`src/rtl/down_count_reload.sv`:
```
`default_nettype none
// ============================================================================
// Module      : down_count_reload
// Description : Down counter with a reload register, one-shot or periodic
//               auto-reload, a one-cycle terminal-count flag and a two-state
//               IDLE/RUN control FSM.
// Revision    : 1.0 - initial release
// ============================================================================
module down_count_reload #(
    parameter int WIDTH = 4
) (
    input  logic             clk,
    input  logic             rst,       // synchronous, active low
    input  logic             en,
    input  logic             load,
    input  logic [WIDTH-1:0] load_val,
    input  logic             start,
    input  logic             stop,
    input  logic             mode,      // 0 = one-shot, 1 = periodic
    output logic [WIDTH-1:0] c,
    output logic             tc,
    output logic             busy
);

    localparam logic [0:0] S_IDLE = 1'b0;
    localparam logic [0:0] S_RUN  = 1'b1;

    localparam logic [WIDTH-1:0] c_ONE = WIDTH'(1);

    logic [0:0]       r_state;
    logic [WIDTH-1:0] r_reload;
    logic [WIDTH-1:0] r_c;
    logic             r_tc;

    // Start value: a load on the same edge as start takes effect immediately.
    logic [WIDTH-1:0] w_start_val;
    assign w_start_val = load ? load_val : r_reload;

    // Reload register: written by load in any state, independent of control.
    always_ff @(posedge clk) begin
        if (!rst) begin
            r_reload <= '0;
        end else if (load) begin
            r_reload <= load_val;
        end
    end

    // Control FSM and counter; priority is stop, then start, then counting.
    always_ff @(posedge clk) begin
        if (!rst) begin
            r_state <= S_IDLE;
            r_c     <= '0;
            r_tc    <= 1'b0;
        end else if (stop) begin
            r_state <= S_IDLE;
            r_tc    <= 1'b0;
        end else if (start) begin
            r_state <= S_RUN;
            r_c     <= w_start_val;
            r_tc    <= 1'b0;
        end else if (r_state == S_RUN && en) begin
            if (r_c > c_ONE) begin
                r_c  <= r_c - c_ONE;
                r_tc <= 1'b0;
            end else if (r_c == c_ONE) begin
                // Expiry: tc coincides with the first cycle c reads zero.
                r_c  <= '0;
                r_tc <= 1'b1;
                if (!mode) begin
                    r_state <= S_IDLE;
                end
            end else begin
                // c == 0 while running: periodic reload, or a zero-reload
                // one-shot that expires immediately.
                if (mode) begin
                    r_c  <= r_reload;
                    r_tc <= (r_reload == '0);
                end else begin
                    r_tc    <= 1'b1;
                    r_state <= S_IDLE;
                end
            end
        end else begin
            // Idle, or running with the enable low: hold c, clear tc.
            r_tc <= 1'b0;
        end
    end

    assign c    = r_c;
    assign tc   = r_tc;
    assign busy = (r_state == S_RUN);

endmodule
`default_nettype wire
```
`config.mk`:
```
export PLATFORM = sky130hd
export DESIGN_NAME = down_count_reload
export DESIGN_NICKNAME = d
export VERILOG_FILES = /design/src/rtl/down_count_reload.sv
export SDC_FILE = /design/constraint.sdc
export NUM_CORES = 1
export LEC_CHECK = 0
export ABC_AREA = 1
export BUFFER_PORTS_ARGS = -buffer_cell sky130_fd_sc_hd__buf_2
export CAP_MARGIN = 20
export CORE_AREA = 2 2 43 45
export CTS_BUF_LIST = sky130_fd_sc_hd__clkbuf_8
export DETAILED_ROUTE_END_ITERATION = 10
export DIE_AREA = 0 0 45 47
export PLACE_DENSITY_LB_ADDON = 0.2
export SLEW_MARGIN = 5
export SYNTH_ARGS = -nofsm -noshare
export SYNTH_HDL_FRONTEND = slang
export SYNTH_SLANG_ARGS = --single-unit
```
`constraint.sdc`:
```
create_clock -name clk -period 1.88 [get_ports clk]
set_input_delay 0.376 -clock clk [delete_from_list [all_inputs] [get_ports clk]]
set_output_delay 0.376 -clock clk [all_outputs]
set_load 0.01 [all_outputs]
```
== After elaboration in Yosys (flattened, before gate mapping) ==
Index checks and enable logic that the tools add are counted.

* Input bits: 11
* Register bits: 10
* Output and inout port bits: 6
* Logic and storage cells: 32

* $add $sub $neg: 1
* Bitwise operators: 3
* Reduce and logical (&&, ||, !) cells: 8
* $lt $le $gt $ge: 1
* Eq/ne operators: 3
* Mux-type cells: 12

{| class="wikitable"
|+ Operator list
! operator !! number
|-
| 4-bit two-way mux || 6
|-
| 1-bit two-way mux || 6
|-
| 3-bit AND reduction || 2
|-
| 5-bit OR reduction || 1
|-
| 4-bit by 1-bit == test with 1-bit output (second input constant) || 1
|-
| 4-bit by 1-bit > comparator with 1-bit output (second input constant) || 1
|-
| 4-bit zero test || 1
|-
| 2-bit != test (second input constant) || 2
|-
| 4-bit nonzero test || 1
|-
| 4-bit by 1-bit subtractor with 4-bit output (second input constant) || 1
|-
| 1-bit inverter || 3
|-
| 2-bit nonzero test || 1
|-
| 2-bit OR reduction || 1
|-
| 1-bit logical AND || 1
|}

== Depth between registers and ports, before layout ==
* Depth in word-level cells: 5
* Depth in mapped cells: 11

== Worst setup path before layout ==
No wires, ideal clock.

* Kind: register to register
* Start: register r_c[0] (netlist: c[0])
* End: register r_c[2] (netlist: c[2])
* Clock period less this slack: 1.383 ns
* Stages on the path, launching flop included: 11
* Buffers on the path: 0
* Required time: 1.761 ns
* Setup slack: 0.497 ns
* Arrival: 1.264 ns
* Cell sequence: dfxtp_1 inv_1 ha_1 nand3_4 clkinv_2 nand2_2 nand3_4 inv_4 nand2_1 nand2_1 nor2_1

* Cells in the longest elaborated chain, start to end: 5
* Elaborated cells on any way between the ends: 9

{| class="wikitable"
|+ RTL lines
! element !! RTL line !! source
|-
| start, declared || 32 || <nowiki>logic [WIDTH-1:0] r_c;</nowiki>
|-
| start signal, assigned || 59 || <nowiki>r_c <= w_start_val;</nowiki>
|-
| start signal, assigned || 63 || <nowiki>r_c <= r_c - c_ONE;</nowiki>
|-
| start signal, assigned || 76 || <nowiki>r_c <= r_reload;</nowiki>
|-
| parallel branches: the longest is 5 deep, another holds 4-bit by 1-bit subtractor with 4-bit output || -- ||
|}

Several ways; the timed one is not identified. The select of a mux whose other input is x is not followed.
A chain may end at the register's enable or synchronous reset.

== Worst setup path in the final report ==
* Start: register r_c[0] (netlist: c[0])
* End: register r_c[1] (netlist: c[1])

Same word-level chain as after synthesis.

==> results.md <==
- The required time at the worst-slack endpoint is 2.06 ns.
- Traced cell by cell, the critical path runs through inv_1 > ha_1 > o21ai_2 > nand2_1 > o21ai_0 > a21oi_1 > a21oi_2.
- The detailed-placement wirelength estimate is around 1100 um.
- The cell family contributing the most delay on the critical path is compound AO/OA/AOI/OAI gates.
- The buffers plus inverters on the worst setup path is 1.
- Entering global routing, the biggest net connects 10 pins.
- The total global routing track utilization is 0.148.
- Averaged over all synthesized cells, the footprint is between 6 and 7 um2.
- The synthesized netlist contains 22 unique library cells.
- The slack of the worst reg-to-reg path is between 0.3 and 0.4 ns.
- The number of slew-limit violations in the final report is 0.
- The residual overflow from global routing is 0.
- Prior to clock tree synthesis, the placed netlist has a worst setup slack of roughly 0.39 ns.
- The static power due to leakage is roughly 0.41 nW.
- For this configuration, the core starts out at a cell density of 0.385.
- Setup repair after global routing left no endpoint under its margin.
- The first element of the critical path is c[0]$_SDFFE_PN0P_.
- The share of the clock period used by the worst path is 0.807.
- The flow ran to the end, and the final reports show no timing, DRC or antenna violations.
- Sorting the synthesized cells by area gives the leading types as dfxtp_1 31%, nand2_1 15%, inv_1 8.9%, nor2_1 7.7%, nand3_4 5.5%.
- In this run the core area contains 15 standard-cell rows.
- The hold-fix buffer count after cts is 0.
- The worst setup path is launched from a register.
- For this run, the leading register cell type out of synthesis is dfxtp_1.
- The launching point of the worst reg2reg path is c[0]$_SDFFE_PN0P_.
- The cell with the largest stage delay on the worst path is dfxtp_1.
- After synthesis the cells add up to ~640 um2.
- The number of nets in the final layout is around 130.
- The die covers approximately 2100 um2.
- The class of the tightest hold or removal check is primary input to register.
- The clock root buffer is clkbuf_8.
- The maximum operating frequency is 659 MHz.
- nand2_1 is the most common cell in the netlist.
- The final critical-path setup slack is between 0.3 and 0.4 ns.
- Ranked by instance count, the synthesized netlist is headed by 26 x nand2_1, 15 x inv_1, 13 x nor2_1, 10 x dfxtp_1, 5 x a21oi_1.
- The total of buffers placed on input and output ports is 16.
- The fraction of synthesized cell area taken by the top area cell type is 0.315.
- The sort of element at the end of the critical path is a register.
- Using the TritonRoute via totals, the vias-per-cell ratio works out to slightly below 5.
- The longest clock path from root to sink contains 2 buffers.
- The critical path class is register to register.
- In this run the number of cells on the critical path is 7.
- The clock drives 10 sinks.
- Across the run, the number of max-cap violations was 0.
- The synthesized netlist cell count is 96.
- The remaining antenna violation count after routing is 0.
- The count of fill cells added during filler insertion is between 150 and 200.
- The first global-routing pass estimated between 2000 and 2500 um of wire.
- The worst pin sits at a relative slew slack of 0.819.
- The die is around 47 um tall.
- The count of endpoints failing setup in the final report is 0.
- The worst clock skew is approximately 0.0006 ns.
- The congestion estimate from routability-driven global placement came to 0.795.
- After detailed routing, the number of remaining DRC violations is 0.
- Summed over all failing endpoints, the final setup total negative slack is 0 ns.
- The data arrival time of the critical path is roughly 1.7 ns.
- The async set-or-reset flop fraction in the synthesized netlist is 0.
- Counting every net in the synthesized netlist gives about 110.
- The number of top-level design ports is 17.
- The time the worst path needs with I/O delays and setup is approximately 1.5 ns.
- The CTS tree is yes.
- The end of the critical path is c[1]$_SDFFE_PN0P_.
- The total clock buffers created by CTS is 3.
- The via count of the first global-routing pass came to roughly 560.
- The total via count in the routed design is between 600 and 700.
- The die width is between 40 and 50 um.
- The end of the worst register-to-register path is c[1]$_SDFFE_PN0P_.
- The detailed-router iteration count before antenna repair is 4.
- The sum of routed wire length over all layers is 1390 um.
- At the later pin of the worst-skew pair, clock insertion delay measures between 0.2 and 0.25 ns.
- The area used by multi-input combinational logic is around 360 um2.
- At the pin with the least slew margin, the transition time is roughly 0.27 ns.
- Relative to the synthesized area, the layout overhead comes to 23.8%.
- Hold is met by roughly 0.36 ns.
- The peak per-stage delay on the critical path is 0.34 ns.
- The initial antenna violation count is 0.
- Yosys mapped a number of flops with a built-in enable equal to 0.
- The sequential cells in the finished layout cover a total of 200 um2.
- For this run, the number of Yosys warnings is 0.
- The leading area contributor after synthesis is dfxtp_1.
- In this run the worst path has a maximum fanout of 6.
- The share of post-route cells with drive strength above 1 is 0.261.
- The power per standard cell area is 876 nW/um2.
- The final cell area excluding filler cells is ~790 um2.
- The total of flip-flops plus latches after synthesis is 10.
- 0 antenna diodes ended up in the layout.
- The worst register-to-register path has a depth of 7.
- The routed wirelength normalized by instance count is between 10 and 15 um.
- The count of endpoints failing hold in the final timing report was 0.
- The sequential fraction of the synthesis area is 0.315.
- Gates resized during post-CTS repair numbered 0.
- In this run, the number of DRC markers left after iteration 0 of detailed routing was 9.
- The clock transition at the register clock pins on the worst setup and hold paths after CTS is 0.05 ns.
- The placed instances occupy a cell area of between 700 and 800 um2.
- In this run the number of H-tree levels came out at 1.
- Buffers added to address setup during post-CTS repair amount to 0.
- VDD sags by at most between 0.4 and 0.5 mV.
- The placeable core region is about 1700 um2.
flip-flops by register name, indices dropped and copies added, names as in the netlist:
| name | cells |
|---|---|
| c | 4 |
| tc | 1 |
| busy | 1 |
| r_reload | 4 |
cells in the final DEF, fill, tap and decap left out, types with 2 or more instances in the layout:
cell / instances
nand3_1: 3
ha_1: 2
inv_1: 15
nand2_2: 2
clkbuf_8: 4
nor2_1: 13
nand4_1: 3
a21oi_1: 5
dfxtp_1: 10
buf_2: 16
nand2_1: 26
o21ai_0: 4
nand3_4: 2
worst min-delay path by stage:
stage	start	endpoint	slack [ns]	cells past startpoint
floorplan	mode	tc$_SDFF_PP0_	0.49	1
global placement	busy$_SDFFE_PP0P_	tc$_SDFF_PP0_	0.49	2
detailed placement	busy$_SDFFE_PP0P_	tc$_SDFF_PP0_	0.50	2
CTS	mode	tc$_SDFF_PP0_	0.36	2
global route	mode	tc$_SDFF_PP0_	0.37	2
finish	mode	tc$_SDFF_PP0_	0.36	2
cells by family (layout without fill, tap and decap cells):
kind of cell / count (synthesis) / in the layout / synth area share
compound gates: 14 / 14 / 0.136
xor+xnor: 1 / 1 / 0.0138
fa+ha+maj: 2 / 2 / 0.0394
buf+inv: 19 / 38 / 0.120
flops: 10 / 10 / 0.315
simple gates: 50 / 50 / 0.376
per-stage QoR:
step	util	power (W)	std cells
after floorplan	-	0.000369	96
after global placement	0.443	0.000415	128
after detailed placement	0.443	0.000415	128
after CTS	0.477	0.000697	132
after global routing	0.477	0.000724	132
final	0.477	0.000689	132
power by group:
part           total [W]  leakage [nW]  internal [W]  switching, W
Clock           0.000278        0.0288      0.000185     0.0000928
Combinational   0.000173         0.302     0.0000657      0.000107
Sequential      0.000239        0.0824      0.000227     0.0000127
worst register-to-register path, delay by kind of cell, from the launching register on:
kind	cells	cell delay [ns]
compound gates	4	0.63
flops	1	0.34
fa+ha+maj	1	0.29
buf+inv	1	0.10
simple gates	1	0.10
cell type report:
class | count | area share
tap | 17 | 0.0270
clock buffer | 4 | 0.0700
inverter | 18 | 0.0906
multi-input combinational | 67 | 0.456
timing repair buffer | 16 | 0.102
sequential | 10 | 0.254
metal layers:
metal	vias to the layer above	GRT usage	share of wire	routed length [um]
met5	-	0	0	0
met4	0	0.0529	0.018	25
met3	4	0.0462	0.065	91
met2	18	0.263	0.47	648
met1	287	0.167	0.45	628
li1	339	-	-	-
(Power assumes the default switching activity.)
